`src/rtl/ex_mem_pipe.sv`:
```
// EX->MEM pipeline register with valid/ready handshakes, a one-entry skid behind the main
// register, a bubble (flush) input and a saturating stall-cycle counter.
module ex_mem_pipe #(
  parameter int unsigned BYTE_W = 8,
  parameter int unsigned WORD_W = 32,
  parameter int unsigned PC_W = 32,
  parameter logic [BYTE_W-1:0] NOP_ICODE = BYTE_W'(8'h01),
  parameter int unsigned CNT_W = 16
) (
  input  logic              clk,
  input  logic              rst,
  input  logic              ex_valid,
  output logic              ex_ready,
  input  logic [BYTE_W-1:0] ex_icode,
  input  logic [BYTE_W-1:0] ex_rA,
  input  logic [BYTE_W-1:0] ex_rB,
  input  logic [WORD_W-1:0] ex_valA,
  input  logic [PC_W-1:0]   ex_valP,
  input  logic [WORD_W-1:0] ex_valE,
  input  logic              bubble,
  output logic              mem_valid,
  input  logic              mem_ready,
  output logic [BYTE_W-1:0] mem_icode,
  output logic [BYTE_W-1:0] mem_rA,
  output logic [BYTE_W-1:0] mem_rB,
  output logic [WORD_W-1:0] mem_valA,
  output logic [WORD_W-1:0] mem_valE,
  output logic [PC_W-1:0]   mem_valP,
  output logic [1:0]        occupancy,
  output logic [CNT_W-1:0]  stall_cnt
);

  localparam int unsigned PAY_W = 3 * BYTE_W + 2 * WORD_W + PC_W;
  localparam logic [PAY_W-1:0] NOP_PAY = {NOP_ICODE, {(PAY_W - BYTE_W){1'b0}}};

  logic [PAY_W-1:0] ex_pay;
  logic [PAY_W-1:0] main_q, main_d;
  logic [PAY_W-1:0] skid_q, skid_d;
  logic             main_valid_q, main_valid_d;
  logic             skid_valid_q, skid_valid_d;
  logic [CNT_W-1:0] cnt_q, cnt_d;
  logic             accept;
  logic             consume;

  assign ex_pay   = {ex_icode, ex_rA, ex_rB, ex_valA, ex_valP, ex_valE};
  assign ex_ready = rst & ~bubble & ~skid_valid_q;
  assign accept   = ex_valid & ex_ready;
  assign consume  = main_valid_q & mem_ready;

  always_comb begin
    main_d       = main_q;
    main_valid_d = main_valid_q;
    skid_d       = skid_q;
    skid_valid_d = skid_valid_q;
    if (bubble) begin
      main_d       = NOP_PAY;
      main_valid_d = 1'b0;
      skid_d       = '0;
      skid_valid_d = 1'b0;
    end else if (!main_valid_q || consume) begin
      // Main slot frees up: the skid entry, being older, always refills it first.
      if (skid_valid_q) begin
        main_d       = skid_q;
        main_valid_d = 1'b1;
        skid_d       = '0;
        skid_valid_d = 1'b0;
      end else if (accept) begin
        main_d       = ex_pay;
        main_valid_d = 1'b1;
      end else begin
        main_d       = NOP_PAY;
        main_valid_d = 1'b0;
      end
    end else if (accept) begin
      skid_d       = ex_pay;
      skid_valid_d = 1'b1;
    end
  end

  always_comb begin
    cnt_d = cnt_q;
    if (main_valid_q && !mem_ready && (cnt_q != {CNT_W{1'b1}})) begin
      cnt_d = cnt_q + CNT_W'(1);
    end
  end

  always_ff @(posedge clk) begin
    if (!rst) begin
      main_q       <= NOP_PAY;
      main_valid_q <= 1'b0;
      skid_q       <= '0;
      skid_valid_q <= 1'b0;
      cnt_q        <= '0;
    end else begin
      main_q       <= main_d;
      main_valid_q <= main_valid_d;
      skid_q       <= skid_d;
      skid_valid_q <= skid_valid_d;
      cnt_q        <= cnt_d;
    end
  end

  assign {mem_icode, mem_rA, mem_rB, mem_valA, mem_valP, mem_valE} = main_q;
  assign mem_valid = main_valid_q;
  assign occupancy = {1'b0, main_valid_q} + {1'b0, skid_valid_q};
  assign stall_cnt = cnt_q;

endmodule

```
`config.mk`:
```
export PLATFORM = sky130hd
export DESIGN_NAME = ex_mem_pipe
export DESIGN_NICKNAME = d
export VERILOG_FILES = /design/src/rtl/ex_mem_pipe.sv
export SDC_FILE = /design/constraint.sdc
export NUM_CORES = 1
export LEC_CHECK = 0
export ABC_CLOCK_PERIOD_IN_PS = 4100
export CAP_MARGIN = 25
export CORE_MARGIN = 5
export CORE_UTILIZATION = 40
export CTS_BUF_LIST = sky130_fd_sc_hd__clkbuf_8
export DETAILED_ROUTE_END_ITERATION = 8
export GPL_ROUTABILITY_DRIVEN = 0
export HOLD_SLACK_MARGIN = 0.03
export PLACE_DENSITY = 0.75
export SYNTH_ARGS = -nofsm -noshare
export SYNTH_HDL_FRONTEND = slang
export SYNTH_SLANG_ARGS = --single-unit
export TNS_END_PERCENT = 100
```
`constraint.sdc`:
```
create_clock -name clk -period 4.1 [get_ports clk]
set_clock_uncertainty 0.15 [all_clocks]
set_input_delay 1.23 -clock clk [delete_from_list [all_inputs] [get_ports clk]]
set_output_delay 1.23 -clock clk [all_outputs]
set_load 0.1 [all_outputs]
```
==> out/qor.txt <==
=====================================================================================================
Number of synthesized register bits                                                               258
Root cell of the clock tree                                                              sky130_fd_sc_hd__clkbuf_8
Post-synthesis instance total                                                                     931
Final-report max-slew violation count                                                               0
Number of hold-slack violations in the final timing report                                          0
Async set-or-reset flop fraction in the synthesized netlist                                        0%
Die outline area                                                                            26450 µm²
Fillers                                                                                          2011
Overall die height                                                                           162.6 µm
RSZ-0062 raised after global routing                                                               no
Hold buffer count at CTS                                                                            0
Fraction of synthesized area in multiplexers                                                  0.3222%
Routed wire length on met2                                                                   12810 µm
Max FO, Critical Path                                                                               5
Main combinational cell family by area after synthesis                                   compound AO/OA/AOI/OAI gates
Worst hold path class                                                                    flop to flop
Highest clock rate                                                                          281.5 MHz
Total cell area at the placement stage                                                      12030 µm²
Fraction of the yosys area taken by sequential cells                                           55.42%
Count of flip-flops with a built-in enable after synthesis                                          0
Vias in the first global route                                                                   8412
Die width                                                                                    162.6 µm
Fraction of post-synthesis cell area in the top cell type by area                              55.42%
Data arrival time of the worst path                                                           2.17 ns
Remaining Overflow, GRT                                                                             0
Critical-path cell list                                                                  clkdlybuf4s50_1, nand2b_4, nor2_4, buf_12
Starting density of the core                                                                   40.92%
Normalized max-slew margin                                                                     32.72%
Post-CTS setup buffers                                                                              0
Synth Area in XOR/XNOR                                                                             0%
Routed wirelength normalized by instance count                                               18.63 µm
Leakage                                                                                      5.044 nW
Complex-gate fraction of the synthesized area                                                  24.90%
Number of standard cells in the final layout excluding fillers                                   1503
Category of the most critical setup path                                                 input pin to output pin
Family with the most delay on the worst path                                             buffers and inverters
Total routing resource utilization after global routing                                        20.14%
Clock period minus final worst setup slack                                                   3.552 ns
Sequential fraction of design power                                                             47.3%
Synth warnings                                                                                      0
Net switching power                                                                          1.379 mW
Final setup violation count                                                                         0
CTS Sinks                                                                                         258
Power share of the clock group                                                                  42.3%
CTS Buffer Depth                                                                                    3
Run status                                                                               finished clean
Slowest cell on the critical path                                                        sky130_fd_sc_hd__clkdlybuf4s50_1
I/O Pins                                                                                          265
Global-route wire length before repair                                                       44790 µm
Worst EP required                                                                             2.72 ns
Post-synthesis share of cell area spent on full adders, half adders and majority gates        0.2685%
Cell area power density                                                                  417.4 nW/µm²
Total Wirelength                                                                             27990 µm
Number of nets in the finished design                                                            1284
# placed instances                                                                               1424
Critical Path Max Stage Delay                                                                 0.52 ns
Via total after detailed routing                                                                 8476
Hold WS                                                                                     0.3168 ns
Clock tree from TritonCTS                                                                        done
Cell Int Power                                                                               4.014 mW
Number of unique standard cell types used by synthesis                                             42
Net count after synthesis                                                                        1058
Antenna Violating Nets Remaining                                                                    0
Met3 Wirelength                                                                               2543 µm
Share of the clock period used by the worst path                                               86.64%
Highest routing layer actually used                                                              met4
Sum of net half-perimeters after detailed placement                                          16850 µm
Worst-margin pin slew                                                                        1.006 ns
Sum Neg Setup Slack                                                                              0 ns
Clk pin slew, worst setup/hold paths                                                          0.06 ns
Met1 wire length                                                                             12150 µm
Number of rows created at floorplan                                                                55
IO Port Bufs                                                                                      264
Pin count of the biggest net entering global routing                                              121
Vias/cell                                                                                       5.639
H-tree Lvls                                                                                         2
# DRC                                                                                               0
Worst skew pair latency                                                                       0.53 ns
Launching element type of the critical path                                                 input pin
Number of buffers created by CTS                                                                   43
Number of max-capacitance violations reported                                                       0
Cell taking the most area after synthesis                                                sky130_fd_sc_hd__dfxtp_1
Dominant cells by area after synthesis                                                   sky130_fd_sc_hd__dfxtp_1, sky130_fd_sc_hd__a221oi_1, sky130_fd_sc_hd__a22o_1
Cell count of the worst reg-to-reg path                                                             4
Antenna violations before repair                                                                    0
Avg Synthesized Cell Area                                                                   10.01 µm²
Logic pwr share                                                                                 10.4%
Fraction of the mapped netlist area in simple logic gates                                      14.46%
Path length in cells of the critical path                                                           4
Post-CTS Resized                                                                                    0
Share of cells above drive strength 1                                                          12.45%
Worst path bufs/invs                                                                                2
Number of cells on the worst hold path                                                              1
Signed area change from the synthesized netlist to the final layout                            38.62%
Setup crit end kind                                                                        output pin
Fin area                                                                                    12920 µm²
DRT iter0 DRCs                                                                                    579
Switching fraction of total power                                                              25.57%
Total standard cell area after synthesis                                                     9320 µm²
Worst voltage drop across the vdd grid                                                    0.0003101 V
Placeable core area                                                                         22780 µm²
Number of iterations in the first detailed-routing pass                                             4
Dominant synthesized flop cell                                                           sky130_fd_sc_hd__dfxtp_1
=====================================================================================================
cells in the final DEF (no fill, tap or decap), types with 3 or more instances in the layout:
cell,n
sky130_fd_sc_hd__buf_12,6
sky130_fd_sc_hd__nand3_1,5
sky130_fd_sc_hd__nand2_1,14
sky130_fd_sc_hd__o21ai_0,8
sky130_fd_sc_hd__nor2_1,125
sky130_fd_sc_hd__clkdlybuf4s50_1,202
sky130_fd_sc_hd__nand4_1,5
sky130_fd_sc_hd__mux2i_1,3
sky130_fd_sc_hd__or3_1,5
sky130_fd_sc_hd__a22o_1,119
sky130_fd_sc_hd__a21oi_1,7
sky130_fd_sc_hd__o311ai_0,3
sky130_fd_sc_hd__inv_1,21
sky130_fd_sc_hd__clkbuf_8,52
sky130_fd_sc_hd__a221oi_1,120
sky130_fd_sc_hd__nor3_1,120
sky130_fd_sc_hd__dfxtp_1,257
sky130_fd_sc_hd__buf_4,71
sky130_fd_sc_hd__and3_1,3
sky130_fd_sc_hd__o41ai_1,3
sky130_fd_sc_hd__clkinv_2,5
registers in the layout, summed over array words and instances (netlist names):
| register | flops |
|---|---|
| skid_valid_q | 1 |
| main_q | 120 |
| stall_cnt | 16 |
| mem_valid | 1 |
| skid_q | 120 |
routing by layer:
layer  vias to the layer above  GRT usage, %
li1                       4019             -
met1                      4065         27.29
met2                       349         31.15
met3                        43         6.378
met4                         0         5.566
met5                         -             0
synthesized netlist by cell type (2+ instances only):
library cell	instances
sky130_fd_sc_hd__buf_2	29
sky130_fd_sc_hd__and3_1	3
sky130_fd_sc_hd__a221oi_1	120
sky130_fd_sc_hd__nor4_1	2
sky130_fd_sc_hd__or3_1	5
sky130_fd_sc_hd__nand2b_1	3
sky130_fd_sc_hd__a22o_1	119
sky130_fd_sc_hd__inv_1	5
sky130_fd_sc_hd__buf_1	4
sky130_fd_sc_hd__o311ai_0	3
sky130_fd_sc_hd__dfxtp_1	258
sky130_fd_sc_hd__nand3_1	5
sky130_fd_sc_hd__ha_1	2
sky130_fd_sc_hd__nand2_1	14
sky130_fd_sc_hd__nand4_1	5
sky130_fd_sc_hd__nor2_1	126
sky130_fd_sc_hd__clkbuf_1	64
sky130_fd_sc_hd__nor3_1	120
sky130_fd_sc_hd__o21ai_0	8
sky130_fd_sc_hd__a21oi_1	7
sky130_fd_sc_hd__mux2i_1	3
sky130_fd_sc_hd__o41ai_1	3
sky130_fd_sc_hd__o21a_1	2
sky130_fd_sc_hd__o31a_1	2
sky130_fd_sc_hd__nor3b_2	2
power groups by stage:
| stage | Combinational (mW) | Clock, mW | Sequential (mW) |
|---|---|---|---|
| 6_report | 0.561 | 2.28 | 2.55 |
| 5_1_grt | 0.592 | 2.46 | 2.55 |
| 4_1_cts | 0.563 | 2.34 | 2.55 |
| 3_5_place_dp | 0.560 | 0 | 2.60 |
| 3_3_place_gp | 0.558 | 0 | 2.60 |
| 2_1_floorplan | 0.151 | 0 | 2.77 |
through the flow:
stage                     setup slack [ns]  total power [mW]  utilization (%)
after floorplan                     0.2894             2.924                -
after global placement              0.4986             3.162            52.83
after detailed placement            0.4786             3.165            52.83
after CTS                           0.5432             5.456            56.68
after global routing                0.5029             5.607            56.71
final                               0.5478             5.393            56.72
kinds of logic (layout without fill, tap and decap cells):
logic type,count (synthesis),count (layout)
simple gates,292,292
compound gates,272,272
flops,258,258
buf+inv,104,362
mux,3,3
fa+ha+maj,2,2
other cells,0,1
worst paths after layout:
path         slack, ns          from           to
min reg2reg       0.32   main_q[112]  main_q[112]
min               0.32   main_q[112]  main_q[112]
max reg2reg       1.66  skid_valid_q   skid_q[17]
max               0.55           rst     ex_ready
layout make-up:
class / count / area (µm²) / area share, %
Antenna cell: 1 / 2.502 / 0.01937
Clock buffer: 52 / 715.7 / 5.539
Clock inverter: 25 / 161.4 / 1.249
Inverter: 5 / 18.77 / 0.1453
Multi-Input combinational cell: 569 / 3779 / 29.25
Sequential cell: 258 / 5169 / 40.01
Tap cell: 313 / 391.6 / 3.031
Timing Repair Buffer: 280 / 2683 / 20.76
Note: power is estimated with default switching activity, not from simulation.
